--- config.mk ---
export PLATFORM = sky130hd
export DESIGN_NAME = updown_prog_mod_counter
export DESIGN_NICKNAME = d
export VERILOG_FILES = /design/src/rtl/cnt_pkg.sv /design/src/rtl/updown_prog_mod_counter.sv
export SDC_FILE = /design/constraint.sdc
export NUM_CORES = 1
export LEC_CHECK = 0
export CAP_MARGIN = 20
export CORE_AREA = 2 2 72 74
export CTS_CLUSTER_DIAMETER = 40
export DETAILED_ROUTE_END_ITERATION = 12
export DIE_AREA = 0 0 74 76
export PLACE_DENSITY_LB_ADDON = 0.3
export SYNTH_ARGS = -nofsm -noshare
export SYNTH_HDL_FRONTEND = slang
export SYNTH_SLANG_ARGS = --single-unit
--- constraint.sdc ---
create_clock -name clk -period 3.8 [get_ports clk]
set_input_delay 0.95 -clock clk [delete_from_list [all_inputs] [get_ports clk]]
set_output_delay 0.95 -clock clk [all_outputs]
set_load 0.05 [all_outputs]
--- src/rtl/cnt_pkg.sv ---
// cnt_pkg: shared constants and helpers for the counter primitives
// Exports: CNT_UP/CNT_DN direction encodings and clamp(), which returns min(value, limit).
package cnt_pkg;
    localparam logic CNT_UP = 1'b1;
    localparam logic CNT_DN = 1'b0;
    // Operands are carried at 32 bits so one helper serves every counter width.
    function automatic logic [31:0] clamp(input logic [31:0] value, input logic [31:0] limit);
        return (value > limit) ? limit : value;
    endfunction
endpackage

--- src/rtl/updown_prog_mod_counter.sv ---
// updown_prog_mod_counter: up/down modulo counter with a shadowed, run-time programmable terminal value
// Ports: clk, rst (sync, active-high); en (step enable), up (1 = increment),
//        load/load_val (sync load), mod_wr/mod_val (write terminal value = modulus-1);
//        count, last, mod_pending, wrap (registered); tc, carry_out (combinational).
module updown_prog_mod_counter
    import cnt_pkg::*;
#(
    parameter int MAX_N    = 256,
    parameter int WIDTH    = $clog2(MAX_N),
    parameter int DEF_LAST = MAX_N - 1
) (
    input  logic             clk,
    input  logic             rst,
    input  logic             en,
    input  logic             up,
    input  logic             load,
    input  logic [WIDTH-1:0] load_val,
    input  logic             mod_wr,
    input  logic [WIDTH-1:0] mod_val,
    output logic [WIDTH-1:0] count,
    output logic [WIDTH-1:0] last,
    output logic             mod_pending,
    output logic             tc,
    output logic             carry_out,
    output logic             wrap
);
    logic [WIDTH-1:0] shadow, shadow_nx, last_nx, count_nx;
    logic             wrap_step, commit;

    assign tc        = (up == CNT_DN) ? (count == '0) : (count == last);
    assign carry_out = en & tc;
    assign wrap_step = carry_out & ~load;
    // last only moves at load or wrap, which keeps count inside 0..last.
    assign commit    = load | wrap_step;
    // A write in this cycle is what gets committed if a commit also happens now.
    assign shadow_nx = mod_wr ? WIDTH'(clamp(32'(mod_val), 32'(MAX_N - 1))) : shadow;
    assign last_nx   = commit ? shadow_nx : last;
    assign count_nx  = load ? WIDTH'(clamp(32'(load_val), 32'(last_nx))) :
                       !en ? count :
                       (up == CNT_UP) ? (tc ? '0 : count + WIDTH'(1)) :
                       (tc ? last_nx : count - WIDTH'(1));

    always_ff @(posedge clk) begin
        if (rst) begin
            count       <= '0;
            last        <= WIDTH'(DEF_LAST);
            shadow      <= WIDTH'(DEF_LAST);
            mod_pending <= 1'b0;
            wrap        <= 1'b0;
        end else begin
            count       <= count_nx;
            last        <= last_nx;
            shadow      <= shadow_nx;
            mod_pending <= ~commit & (mod_pending | mod_wr);
            wrap        <= wrap_step;
        end
    end
endmodule

==> impl_metrics.env, run 1 <==
export IMPL_slew_viol_final=0
export IMPL_yosys_warnings=0
export IMPL_n_antenna_cell=0
export IMPL_final_common_cell="clkdlybuf4s50_1"
export IMPL_yosysSeqAreaShare=0.248
export IMPL_irDropWorstVdd_v=0.000214
export IMPL_n_fill_cell=434
export IMPL_synth_main_ff_cell="dfxtp_1"
export IMPL_crit_chain="clkdlybuf4s50_1 -> inv_1 -> o21ai_2 -> a31o_4 -> buf_12 -> buf_4 -> nor2_1 -> nor2_1 -> ha_1 -> nor2b_1 -> o211ai_1 -> a22o_4 -> nor2_2 -> buf_4 -> mux2i_1 -> o32ai_1"
export IMPL_reg2reg_setup_slack_ps=310
export IMPL_first_pass_iters=4
export IMPL_ys_ff_latch=26
export IMPL_drc=0
export IMPL_final_cells=381
export IMPL_grt_pass1_vias=2112
export IMPL_cts_htree_levels=1
export IMPL_critPathMaxFanout=4
export IMPL_path_delay_family="buffers and inverters"
export IMPL_dp_cells=373
export IMPL_die_area_um2=5620
export IMPL_synthToLayoutAreaGrowth_pct=37.8
export IMPL_final_util=0.589
export IMPL_postSynthCellCount=250
export IMPL_hold_viol_final=0
export IMPL_drv_cap=0
export IMPL_p_leak_nw=1.17
export IMPL_avgViaCountPerCell=5.64
export IMPL_synth_edf_count=0
export IMPL_initial_core_util=0.428
export IMPL_fin_crit_sh=0.926
export IMPL_crit_slowest_cell="clkdlybuf4s50_1"
export IMPL_worstSetupPathType="primary input to flop"
export IMPL_core_um2=4910
export IMPL_layout_common_cells="clkdlybuf4s50_1, buf_4, dfxtp_1"
export IMPL_cts_sinks=26
export IMPL_p_total_uw=965
export IMPL_chipHeight_um=76
export IMPL_hold_class="flop to flop"
export IMPL_cts_made_buffers=3
export IMPL_synth_avg_cell_area_um2=8.40
export IMPL_max_freq_ghz=0.284
export IMPL_rows=26
export IMPL_critPathMaxStageDelay_ps=430
export IMPL_nets=345
export IMPL_synth_top_area_share=0.248
export IMPL_fin_worst_skew_ps=10.1
export IMPL_clock_root_buffer="clkbuf_8"
export IMPL_antenna_found_initial=0
export IMPL_drt_iter0_drc=176
export IMPL_cts_tree="built"
export IMPL_hpwl_mm=4.64
export IMPL_fin_hold_ws_ps=516
export IMPL_drive_above_1_share=0.228
export IMPL_clk_pin_slew_ps=100
export IMPL_top_layer_used="met4"
export IMPL_cts_buffer_depth=2
export IMPL_wl_mm=6.27
export IMPL_grt_start_max_net_pins=28
export IMPL_p_per_area_nw_per_um2=333
export IMPL_gp_congestion=0.897
export IMPL_finalWorstPathRequiredPeriod_ps=3520
export IMPL_grt_total_usage=0.231
export IMPL_io_buffers=41
export IMPL_critPathCaptureType="flop"
export IMPL_netlist_top_cells_area="dfxtp_1, ha_1, mux2i_1"
export IMPL_yosysTopAreaCell="dfxtp_1"
export IMPL_ys_types=55
export IMPL_rsz0062_at_grt="no"
export IMPL_status="finished, final reports clean"
export IMPL_routed_via_count=2148
export IMPL_grt_pass1_wl_mm=10.4
export IMPL_met2_length_mm=3.03
export IMPL_synth_area_um2=2100
export IMPL_ant_nets=0
export IMPL_relSlewSlack=0.454
export IMPL_routed_wl_met3_um=436
export IMPL_crit_arrival_ps=3680
export IMPL_clk_latency_ps=280
export IMPL_wl_per_cell_um=16.5
export IMPL_ioPinCount=42
export IMPL_setup_violations_final=0
export IMPL_setup_tns_ps=0
export IMPL_cp_required_ps=3970
export IMPL_die_width_um=74
export IMPL_crit_buf_inv=5
export IMPL_synth_fp_nets=283
export IMPL_worstMarginPinSlew_ps=817
export IMPL_grt_overflow_total=0
export IMPL_critPathLaunchType="primary input"
export IMPL_wl_met1_mm=2.75
export IMPL_async_flop_share=0
-- power breakdown --
group	total, mW	switching [mW]	internal [mW]
logic	0.450	0.248	0.202
registers	0.326	0.0308	0.295
clock network	0.189	0.0958	0.0928
total	0.965	0.375	0.590
-- kinds of logic (layout without fill, tap and decap cells) --
| kind of cell | count (synthesis) | in the layout | share of synthesized area |
|---|---|---|---|
| AOI/OAI and AO/OA | 65 | 65 | 0.226 |
| and+or+nand+nor | 87 | 88 | 0.233 |
| xor gates and xnor gates | 10 | 10 | 0.0417 |
| muxes | 22 | 22 | 0.111 |
| adders and majority gates | 11 | 11 | 0.0655 |
| DFF | 26 | 26 | 0.248 |
| buffers and inverters | 29 | 89 | 0.0738 |
-- Yosys cell counts (2+ instances only) --
| master | instances |
|---|---|
| buf_6 | 4 |
| o41ai_1 | 2 |
| o21ai_0 | 9 |
| a31oi_1 | 2 |
| o31ai_1 | 3 |
| nor4_1 | 2 |
| o22ai_1 | 3 |
| o211ai_1 | 8 |
| buf_2 | 3 |
| and2_1 | 6 |
| dfxtp_1 | 26 |
| a22oi_1 | 6 |
| a21o_1 | 2 |
| or4_1 | 2 |
| nor2_1 | 20 |
| nor4_2 | 3 |
| nand2_1 | 11 |
| o21a_1 | 2 |
| inv_1 | 9 |
| nand3_1 | 5 |
| ha_1 | 11 |
| and3_1 | 3 |
| or2_2 | 5 |
| nand2b_1 | 13 |
| nor3_1 | 3 |
| xor2_1 | 10 |
| mux2i_1 | 13 |
| a211oi_1 | 4 |
| nor3b_1 | 2 |
| mux2_2 | 8 |
| a21oi_1 | 12 |
| and3b_1 | 2 |
| clkbuf_1 | 10 |
| nand4_1 | 5 |
-- cell type report --
type | count | area (um2) | area share
clock buffer | 4 | 55.1 | 0.0190
inverter | 9 | 33.8 | 0.0117
multi-input combinational | 196 | 1480 | 0.510
sequential | 26 | 520 | 0.180
tap | 70 | 87.6 | 0.0303
timing repair buffer | 76 | 721 | 0.249
-- repair_timing --
| action | CTS | global route |
|---|---|---|
| buffers inserted | 2 | 1 |
| resized for setup | 4 | 6 |
| pin swaps | 0 | 6 |
| gates cloned | 0 | 1 |
| hold buffers | 0 | 0 |
| setup endpoints to repair | 6 | 8 |
-- stage by stage --
step / area [um2] / setup slack (ps)
after floorplan: 2100 / 136
after global placement: 2750 / -269
after detailed placement: 2750 / -364
after CTS: 2860 / 25.1
after global routing: 2900 / 125
final: 2900 / 283
-- state kept, by name, summed over array words and instances (netlist names) --
signal       cells
count            8
last             8
mod_pending      1
shadow           8
wrap             1
-- path summary, 6_finish.rpt --
check	start	to	cells after the start
setup reg to reg	count[1]	count[5]	19
setup / recovery	load	count[5]	16
hold / removal	mod_pending	mod_pending	2
hold reg to reg	mod_pending	mod_pending	2
-- tightest hold or removal path, cell delays in order, from the launching register on --
cell and delay (ps):
dfxtp_1 340, o21ai_0 70, nor2_1 80
-- layer usage --
metal	vias to the layer above	global-route usage
li1	1041	-
met1	1009	0.319
met2	94	0.375
met3	4	0.0384
met4	0	0.0509
met5	-	0
Note: power is estimated with default switching activity, not from simulation.
==> inputs of run 2 (changes only) <==
--- a/config.mk
+++ b/config.mk
@@ -6,10 +6,10 @@
 export NUM_CORES = 1
 export LEC_CHECK = 0
 export CAP_MARGIN = 20
-export CORE_AREA = 2 2 72 74
+export CORE_AREA = 4 4 72 74
 export CTS_CLUSTER_DIAMETER = 40
 export DETAILED_ROUTE_END_ITERATION = 12
-export DIE_AREA = 0 0 74 76
+export DIE_AREA = 0 0 76 78
 export PLACE_DENSITY_LB_ADDON = 0.3
 export SYNTH_ARGS = -nofsm -noshare
 export SYNTH_HDL_FRONTEND = slang
==> run 2 against run 1 <==
Effect of this change: total power increased by 6.2%; count of clock-buffer cells in the layout decreased by 1; final cell count decreased by 3.4%; die area increased by 5.4%; largest cell class unchanged; global-route usage decreased by 2.8 points; setup slack got worse by 42 ps; clock skew increased by 3.2 ps; non-clock buffer count increased by 3; cell area increased by 1.1%; maximum frequency decreased by 1.2%; sequential share of layout area decreased by 0.19 points; critical path depth decreased by 2.
==> impl_metrics.env, run 2 (synthesis results as in run 1) <==
export IMPL_avgViaCountPerCell=5.89
export IMPL_hold_depth=2
export IMPL_max_freq_ghz=0.281
export IMPL_hold_class="flop to flop"
export IMPL_fin_worst_skew_ps=13.3
export IMPL_drt_iter0_drc=216
export IMPL_rsz0062_at_grt="no"
export IMPL_fin_crit_sh=0.937
export IMPL_nets=348
export IMPL_cp_required_ps=3990
export IMPL_setup_violations_final=0
export IMPL_grt_overflow_total=0
export IMPL_critPathLaunchType="primary input"
export IMPL_ioPinCount=42
export IMPL_p_per_area_nw_per_um2=350
export IMPL_drc=0
export IMPL_final_common_cell="clkdlybuf4s50_1"
export IMPL_relSlewSlack=0.464
export IMPL_cts_tree="built"
export IMPL_slew_viol_final=0
export IMPL_clk_pin_slew_ps=100
export IMPL_fin_hold_ws_ps=512
export IMPL_use_met2=0.329
export IMPL_hold_viol_final=0
export IMPL_reg2reg_setup_slack_ps=320
export IMPL_wl_per_cell_um=17.5
export IMPL_p_total_mw=1.02
export IMPL_layout_common_cells="clkdlybuf4s50_1, buf_4, dfxtp_1"
export IMPL_grt_total_usage=0.203
export IMPL_antenna_found_initial=0
export IMPL_grt_start_max_net_pins=29
export IMPL_routed_via_count=2169
export IMPL_grt_pass1_wl_mm=10.0
export IMPL_synthToLayoutAreaGrowth_pct=39.3
export IMPL_clock_root_buffer="clkbuf_8"
export IMPL_finalWorstPathRequiredPeriod_ps=3560
export IMPL_whs_endpoint="mod_pending"
export IMPL_cts_sinks=26
export IMPL_use_met1=0.273
export IMPL_reg_top3="count: 8 flops, last: 8 flops, shadow: 8 flops"
export IMPL_clk_latency_ps=280
export IMPL_wl_mm=6.44
export IMPL_status="finished, final reports clean"
export IMPL_rows=25
export IMPL_first_pass_iters=4
export IMPL_drv_cap=0
export IMPL_multiInputGateArea_um2=1490
export IMPL_grt_use_met3=0.0360
export IMPL_place_ws_ps=-377
export IMPL_drive_above_1_share=0.242
export IMPL_critPathMaxFanout=5
export IMPL_timing_rr_end="count[7]"
export IMPL_regArea_um2=520
export IMPL_chipHeight_um=78
export IMPL_gp_congestion=0.937
export IMPL_worstSetupPathType="primary input to flop"
export IMPL_grt_pass1_vias=2151
export IMPL_p_leak_nw=1.20
export IMPL_die_area_um2=5930
export IMPL_ant_nets=0
export IMPL_min_from="mod_pending"
export IMPL_cts_buffer_depth=2
export IMPL_initial_core_util=0.457
export IMPL_worstMarginPinSlew_ps=801
export IMPL_die_width_um=76
export IMPL_cts_htree_levels=1
export IMPL_finalWorstSetupSlack_ps=240
export IMPL_crit_arrival_ps=3750
export IMPL_cts_made_buffers=3
export IMPL_rr_startpoint="count[1]"
export IMPL_n_fill_cell=371
export IMPL_busiest_layer="met2"
export IMPL_core_um2=4600
export IMPL_irDropWorstVdd_v=0.000263
export IMPL_critPathCaptureType="flop"
export IMPL_io_buffers=41
export IMPL_n_antenna_cell=0
export IMPL_hpwl_mm=4.59
export IMPL_r2r_cells=16
export IMPL_setup_tns_ps=0
run 2: cell types whose count changed in the layout (fill, tap and decap cells not counted), sizes merged:
cell / previous run / this run
buf: 37 / 40
bufinv: 0 / 1
clkbuf: 4 / 3
run 2: worst max-delay path by stage:
stage | from | to | slack, ps | depth (start not counted)
finish | up | count[3] | 240 | 14
detailed placement | up | count[0] | -380 | 14
CTS | up | count[3] | 30 | 14
floorplan | up | count[7] | 140 | 13
global placement | up | count[7] | -270 | 14
global route | up | count[7] | 90 | 15
run 2: report_power, final:
part           switching (mW)  internal (mW)
registers              0.0333          0.295
logic                   0.253          0.209
clock network          0.0925          0.141
run 2: through the flow:
step                instances  cell area (um2)   util
finish                    368             2930  0.636
global route              368             2930  0.636
CTS                       366             2870  0.625
detailed placement        359             2750  0.597
global placement          359             2750  0.597
floorplan                 250             2100      -
run 2: layer usage:
metal | routed length, um | vias up
met5 | 0 | -
met4 | 70 | 0
met3 | 510 | 10
met2 | 3040 | 102
met1 | 2820 | 1014
li1 | - | 1043
run 2: timing repair:
item | 4_1_cts | 5_1_grt
resized for setup | 4 | 9
gates cloned | 0 | 1
buffers inserted | 3 | 1
endpoints found under the setup margin | 4 | 8
hold endpoints to repair | 0 | 0
pin swaps | 1 | 10
hold buffers | 0 | 0
run 2: critical path, cell delays in order:
cell	delay, ps
dlymetal6s2s_1	140
nor4b_2	260
buf_4	150
nand2_2	60
o21ai_2	200
a31o_4	190
mux2i_2	250
ha_1	310
a211oi_2	250
and3_1	190
a22o_2	220
nor2_4	70
a21o_1	200
a2111oi_4	330
run 2: area by class of cell:
class	count	area share
clock buffer	3	0.0141
inverter	9	0.0115
tap	54	0.0231
sequential	26	0.178
multi-input combinational	196	0.509
clock inverter	1	0.0103
timing repair buffer	79	0.254
==> inputs of run 3 (changes only) <==
--- a/config.mk
+++ b/config.mk
@@ -6,10 +6,10 @@
 export NUM_CORES = 1
 export LEC_CHECK = 0
 export CAP_MARGIN = 20
-export CORE_AREA = 4 4 72 74
+export CORE_AREA = 2 2 70 72
 export CTS_CLUSTER_DIAMETER = 40
 export DETAILED_ROUTE_END_ITERATION = 12
-export DIE_AREA = 0 0 76 78
+export DIE_AREA = 0 0 72 74
 export PLACE_DENSITY_LB_ADDON = 0.3
 export SYNTH_ARGS = -nofsm -noshare
 export SYNTH_HDL_FRONTEND = slang
==> run 3 against run 2 <==
Effect of this change: global-route usage rose by 3.1 points; critical path depth is the same; non-clock buffer count down 1; core utilization fell by 0.95 points; combinational power down 1%; wire length shrank 2.3%.
==> impl_metrics.env, run 3 (synthesis results as in run 1) <==
export IMPL_p_leak_nw=1.18
export IMPL_critPathMaxStageDelay_ps=320
export IMPL_final_util=0.627
export IMPL_hold_viol_final=0
export IMPL_reg2reg_setup_slack_ps=350
export IMPL_worstSetupPathType="primary input to flop"
export IMPL_wl_mm=6.29
export IMPL_max_freq_ghz=0.282
export IMPL_core_um2=4600
export IMPL_grt_total_usage=0.234
export IMPL_chipHeight_um=74
export IMPL_worstMarginPinSlew_ps=816
export IMPL_r2r_cells=16
export IMPL_critPathLaunchType="primary input"
export IMPL_min_from="mod_pending"
export IMPL_path_delay_family="compound AO/OA/AOI/OAI gates"
export IMPL_critPathMaxFanout=5
export IMPL_drt_iter0_drc=240
export IMPL_slew_viol_final=0
export IMPL_nets=347
export IMPL_rows=25
export IMPL_setup_tns_ps=0
export IMPL_cts_made_buffers=3
export IMPL_hold_depth=2
export IMPL_crit_buf_inv=2
export IMPL_relSlewSlack=0.454
export IMPL_final_area_um2=2880
export IMPL_grt_pass1_vias=1980
export IMPL_crit_chain="dlymetal6s2s_1 -> nor4b_2 -> buf_4 -> nand2_2 -> o21ai_2 -> a31o_4 -> mux2i_2 -> ha_1 -> a211oi_2 -> and3_1 -> a22o_4 -> nor2_2 -> a21o_1 -> a2111oi_4"
export IMPL_initial_core_util=0.457
export IMPL_avgViaCountPerCell=5.98
export IMPL_routed_via_count=2194
export IMPL_grt_pass1_wl_mm=9.83
export IMPL_fin_hold_ws_ps=503
export IMPL_clock_root_buffer="clkbuf_8"
export IMPL_hold_class="flop to flop"
export IMPL_hpwl_mm=4.61
export IMPL_die_area_um2=5330
export IMPL_die_width_um=72
export IMPL_drv_cap=0
export IMPL_finalWorstPathRequiredPeriod_ps=3540
export IMPL_cts_tree="built"
export IMPL_layout_common_cells="clkdlybuf4s50_1, buf_4, dfxtp_1"
export IMPL_clk_latency_ps=280
export IMPL_first_pass_iters=5
export IMPL_final_cells=367
export IMPL_reg_top3="count: 8 flops, last: 8 flops, shadow: 8 flops"
export IMPL_ioPinCount=42
export IMPL_timing_rr_end="count[3]"
export IMPL_dp_cells=358
export IMPL_wl_per_cell_um=17.1
export IMPL_cp_required_ps=3990
export IMPL_gp_congestion=0.943
export IMPL_fin_crit_sh=0.932
export IMPL_final_common_cell="clkdlybuf4s50_1"
export IMPL_synthToLayoutAreaGrowth_pct=37.2
export IMPL_p_per_area_nw_per_um2=336
export IMPL_antenna_found_initial=0
export IMPL_status="finished, final reports clean"
export IMPL_clk_pin_slew_ps=100
export IMPL_cts_sinks=26
export IMPL_placed_area_um2=2740
export IMPL_cts_buffer_depth=2
export IMPL_cts_htree_levels=1
export IMPL_fin_worst_skew_ps=4.14
export IMPL_grt_start_max_net_pins=29
export IMPL_critPathCaptureType="flop"
export IMPL_grt_overflow_total=0
export IMPL_drc=0
export IMPL_rsz0062_at_grt="no"
export IMPL_crit_arrival_ps=3730
export IMPL_n_antenna_cell=0
export IMPL_drive_above_1_share=0.230
export IMPL_rr_startpoint="count[1]"
export IMPL_setup_violations_final=0
export IMPL_ant_nets=0
export IMPL_crit_slowest_cell="a2111oi_4"
export IMPL_irDropWorstVdd_v=0.000247
export IMPL_whs_endpoint="mod_pending"
export IMPL_io_buffers=41
==> run 3: changes by cell type in the layout (fill, tap and decap cells not counted), sizes merged <==
cell,before,now
buf,40,39
bufinv,1,0
clkbuf,3,4
==> run 3: report_power, final <==
group | leakage [nW] | total [mW] | internal [mW] | switching (mW)
clock network | 0.0288 | 0.186 | 0.0929 | 0.0935
registers | 0.215 | 0.327 | 0.295 | 0.0316
logic | 0.934 | 0.456 | 0.206 | 0.250
total | 1.18 | 0.969 | 0.594 | 0.375
==> run 3: how the worst max path moves through the flow <==
stage / start / end / slack (ps) / cells after the start
2_1_floorplan: up / count[7] / 140 / 13
3_3_place_gp: up / count[3] / -300 / 14
3_5_place_dp: up / count[7] / -370 / 14
4_1_cts: up / count[3] / 20 / 14
5_1_grt: up / count[3] / 160 / 14
6_report: up / count[3] / 260 / 14
==> run 3: worst min-delay path: cells and delay by family, from the launching register on <==
family	cells	cell delay (ps)
AOI/OAI and AO/OA	1	70
DFF	1	330
and+or+nand+nor	1	70
==> run 3: metal layers <==
layer | wire length, um | global-route usage
met1 | 2830 | 0.331
met5 | 0 | 0
met4 | 55 | 0.0503
met2 | 3000 | 0.380
met3 | 401 | 0.0393
==> run 3: repair_timing <==
| action | in CTS | in global routing |
|---|---|---|
| buffers inserted | 2 | 2 |
| pin swaps | 0 | 6 |
| hold buffers | 0 | 0 |
| endpoints found under the hold margin | 0 | 0 |
| setup endpoints to repair | 3 | 7 |
| resized for setup | 2 | 8 |
| cloned | 0 | 1 |
==> run 3: layout make-up <==
class	count	area, um2
clock buffer	4	55.1
inverter	9	33.8
tap	54	67.6
multi-input combinational	196	1470
sequential	26	520
timing repair buffer	78	736
fill	396	1720
==> run 3: metrics by stage <==
step                worst slack (ps)  total power [mW]
floorplan                        136             0.606
global placement                -299             0.755
detailed placement              -366             0.758
CTS                             20.5             0.954
global route                     160              1.02
finish                           258             0.969
==> RTL edit 1 (config.mk and constraints of run 2) <==
`MAX_N`: 256 -> 128.
--- a/src/rtl/updown_prog_mod_counter.sv
+++ b/src/rtl/updown_prog_mod_counter.sv
@@ -5,7 +5,7 @@
 module updown_prog_mod_counter
     import cnt_pkg::*;
 #(
-    parameter int MAX_N    = 256,
+    parameter int MAX_N    = 128,
     parameter int WIDTH    = $clog2(MAX_N),
     parameter int DEF_LAST = MAX_N - 1
 ) (
Interface: changed (resized count, last, load_val and mod_val); port bits go from 42 to 38. No check against the original RTL was run, so the function may have changed too.
==> RTL edit 1 against run 2 <==
Non-clock buffer count shrank 24; clock skew decreased by 9.9 ps; sequential power decreased by 11%; synthesized area fell by 17%; power shrank 26%; core utilization down 13 points; wire length down 32%; design area fell by 21%; global-route usage is 5.2 points lower; worst setup slack got worse by 55 ps; sequential cell count fell by 3; sequential share of layout area rose by 2.2 points; largest cell class unchanged; largest power group unchanged; highest routed layer unchanged.
==> RTL edit 1: results (changes against run 2) <==
| Metric | Value |
|---|---|
| Total power divided by cell area | 327 nW/um2 (was 350 nW/um2) |
| Sequential cell count of the final layout | 23 (was 26) |
| Via/cell ratio | 5.31 (was 5.89) |
| Worst slew slack as a fraction of its limit | 41.5% (was 46.4%) |
| Sequential portion of the cell area | 19.9% (was 17.8%) |
| Area used by multi-input combinational logic | 1160 um2 (was 1490 um2) |
| Maximum VDD drop | 0.000222 V (was 0.000263 V) |
| Top area cells in the synthesized netlist | dfxtp_1 (27%), mux2i_1 (13%), ha_1 (7.2%), mux2_2 (5.8%), nor2_1 (4.3%) (was dfxtp_1 (25%), ha_1 (6.6%), mux2i_1 (6.2%), mux2_2 (4.3%), xor2_1 (4.2%)) |
| Finished Layout Cells | 291 (was 368) |
| Cells after DPL | 287 (was 359) |
| Worst reg2reg path depth | 15 (was 16) |
| Register-to-register path setup slack | 510 ps (was 320 ps) |
| Sequential cell area fraction in the yosys report | 26.5% (was 24.8%) |
| Half-perimeter wire length after placement | 3370 um (was 4590 um) |
| Largest registers in the final layout | count: 7 flops, last: 7 flops, shadow: 7 flops (was count: 8 flops, last: 8 flops, shadow: 8 flops) |
| Proportion of cell area spent on the clock network | 1.94% (was 2.44%) |
| Largest incremental delay on the critical path | 490 ps (was 330 ps) |
| Post-Place Worst Slack | -71.8 ps (was -377 ps) |
| Static Leakage | 0.958 nW (was 1.20 nW) |
| Outcome | finished clean (unchanged) |
| I/O Buffers | 37 (was 41) |
| Count of clock buffers in the final design | 4 (was 3) |
| RR Startpoint | count[0]$_SDFFE_PP0P_ (was count[1]$_SDFFE_PP0P_) |
| Clock-pin slew on the worst setup and hold paths | 80 ps (was 100 ps) |
| DRC violation total after the first TritonRoute iteration | 114 (was 216) |
| Maximum number of pins on one net before global-route repair | 24 (was 29) |
[RTL edit 1: cell types whose count changed in the layout (fill, tap and decap cells not counted), moves of 5 or more]
cell             run 2  this run
a22oi_1              6         0
dfxtp_1             26        21
o21ai_0              9         1
o211ai_1             8         1
xnor2_1              0         6
nand2_1             11         3
nand2b_1            13         2
mux2i_1             10        23
buf_4               36        16
[RTL edit 1: worst reg2reg max path, stage by stage, from the launching register on]
cell	delay, ps
dfxtp_2	460
inv_1	90
ha_1	210
nor3b_1	150
and2_1	190
a31o_4	220
a21oi_4	150
buf_12	150
mux2_1	330
ha_1	170
nand3b_1	160
a21oi_1	200
o22ai_2	170
buf_4	180
mux2i_1	130
a221oi_1	240
[RTL edit 1: logic make-up (layout without fill, tap and decap cells)]
| kind of cell | after synthesis | in the layout | share of synthesized area [%] |
|---|---|---|---|
| xor+xnor | 14 | 14 | 7.06 |
| fa+ha+maj | 10 | 10 | 7.20 |
| mux | 33 | 33 | 19.7 |
| compound gates | 37 | 37 | 16.8 |
| buf+inv | 24 | 69 | 7.35 |
| simple gates | 51 | 51 | 15.3 |
| flops | 23 | 23 | 26.5 |
[RTL edit 1: routing by layer]
metal	track usage [%]	share of wire (%)	vias up
met5	0	0	-
met2	23.7	46	32
met3	2.09	3.2	7
met1	21.1	48	734
li1	-	-	773
met4	5.16	1.8	0
[RTL edit 1: how the worst max path moves through the flow]
stage               start                     to  slack (ps)  cells past startpoint
floorplan              up  count[0]$_SDFFE_PP0P_          70                     13
global placement       up  count[0]$_SDFFE_PP0P_         -60                     13
detailed placement     up  count[0]$_SDFFE_PP0P_         -70                     13
CTS                    up  count[0]$_SDFFE_PP0P_         190                     13
global route           up  count[3]$_SDFFE_PP0P_         -30                     14
finish                 up  count[3]$_SDFFE_PP0P_         190                     14
==> RTL edit 2 (config.mk and constraints of run 2) <==
Without the edit above. The output `wrap` loses its register stage (`wrap` becomes a continuous assignment). Comments in the files are not updated.
--- a/src/rtl/updown_prog_mod_counter.sv
+++ b/src/rtl/updown_prog_mod_counter.sv
@@ -46,14 +46,14 @@
             last        <= WIDTH'(DEF_LAST);
             shadow      <= WIDTH'(DEF_LAST);
             mod_pending <= 1'b0;
-            wrap        <= 1'b0;
         end else begin
             count       <= count_nx;
             last        <= last_nx;
             shadow      <= shadow_nx;
             mod_pending <= ~commit & (mod_pending | mod_wr);
-            wrap        <= wrap_step;
         end
     end
+
+    assign wrap = wrap_step;
 endmodule
 
Function: changed (Yosys sat finds a counterexample within 4 cycles, from zero or initial values and one cycle with rst high).
==> RTL edit 2 against run 2 <==
Worst setup slack worse by 41 ps; sequential share of layout area fell by 0.073 points; power fell by 13%; design area is 3.2% lower; sequential cell count down 1; wire length is 0.45% higher; synthesized area down 2.9%; via count is 5.2% higher; maximum frequency decreased by 1.1%; critical path type unchanged; critical endpoint is now count[0]$_SDFFE_PP0P_; highest routed layer unchanged.
==> RTL edit 2: results (changes against run 2) <==
| Metric | Value |
|---|---|
| Outcome | finished clean (unchanged) |
| Largest incremental delay on the critical path | 350 ps (was 330 ps) |
| Proportion of cell area spent on the clock network | 1.59% (was 2.44%) |
| Worst reg2reg path depth | 15 (was 16) |
| Multi-input gates | 205 (was 196) |
| Clock group total power | 0.000160 W (was 0.000234 W) |
| Data arrival time of the critical path | 3760 ps (was 3750 ps) |
| Logic power comb | 0.000414 W (was 0.000462 W) |
| Setup skew after layout | 2.14 ps (was 13.3 ps) |
| Switching power summed over all nets | 0.000357 W (was 0.000379 W) |
| Sequential portion of the cell area | 17.7% (was 17.8%) |
| Number of nets in the finished design | 357 (was 348) |
| Syn_area_per_cell | 8.03 um2 (was 8.40 um2) |
| Share of the final layout cell area in multi-input gates | 51.3% (was 50.9%) |
| Clock insertion delay at the later pin of the skew report | 260 ps (was 280 ps) |
| Fraction of final layout cells sized beyond drive strength 1 | 20.4% (was 24.2%) |
| Commonest cells post-synth | nand2_1 (28), dfxtp_1 (25), nor2_1 (20) (was dfxtp_1 (26), nor2_1 (20), mux2i_1 (13), nand2b_1 (13), a21oi_1 (12)) |
| Hold path start | shadow[1]$_SDFF_PP1_ (was mod_pending$_SDFF_PP0_) |
| Post-Place Worst Slack | -396 ps (was -377 ps) |
| Half-perimeter wire length after placement | 5050 um (was 4590 um) |
| Slowest CP cell | a2111oi_2 (was a2111oi_4) |
| DRC violation total after the first TritonRoute iteration | 208 (was 216) |
| Largest driver fanout on the critical path | 9 (was 5) |
| Finished Layout Cells | 377 (was 368) |
| DP Area | 2740 um2 (was 2750 um2) |
| Hold_ws | 478 ps (was 512 ps) |
| Non-clock buffer contribution to total cell area | 25.7% (was 25.4%) |
| Nets in the synthesized netlist | 287 (was 283) |
| Non-clock inverter count in the final layout | 10 (was 9) |
| Weighted congestion at the end of routability-driven global placement | 0.916 (was 0.937) |
| Syn-to-layout area delta | 38.8% (was 39.3%) |
| Post-CTS setup-driven buffer insertion count | 2 (was 3) |
| First-pass detailed-route iteration total | 6 (was 4) |
| Unique masters post-synth | 59 (was 55) |
| First-pass GRT wire length | 10,300 um (was 10,000 um) |
[RTL edit 2: cell types whose count changed after synthesis, moves of 4 or more]
cell      delta
a22oi_1      -6
clkbuf_1     -6
mux2_2       -8
mux2i_1      -4
nand2_1     +17
nand2b_1    -13
nor2b_1      +4
o21ai_0      +8
o21ai_1     +10
o221ai_1     +5
xnor2_1     +10
xor2_1       -7
[RTL edit 2: routing by layer]
metal	GRT usage [%]	wire (um)	vias to the layer above
met1	27.6	2790	1069
met2	34.1	3050	102
li1	-	-	1088
met5	0	0	-
met4	9.25	219	0
met3	3.25	405	22
[RTL edit 2: cell families after synthesis]
| family | Yosys count | synth area share (%) |
|---|---|---|
| xor gates and xnor gates | 14 | 6.38 |
| AOI/OAI and AO/OA | 81 | 28.0 |
| and+or+nand+nor | 90 | 24.1 |
| muxes | 9 | 4.41 |
| adders and majority gates | 11 | 6.74 |
| DFF | 25 | 24.5 |
| buffers and inverters | 24 | 5.89 |
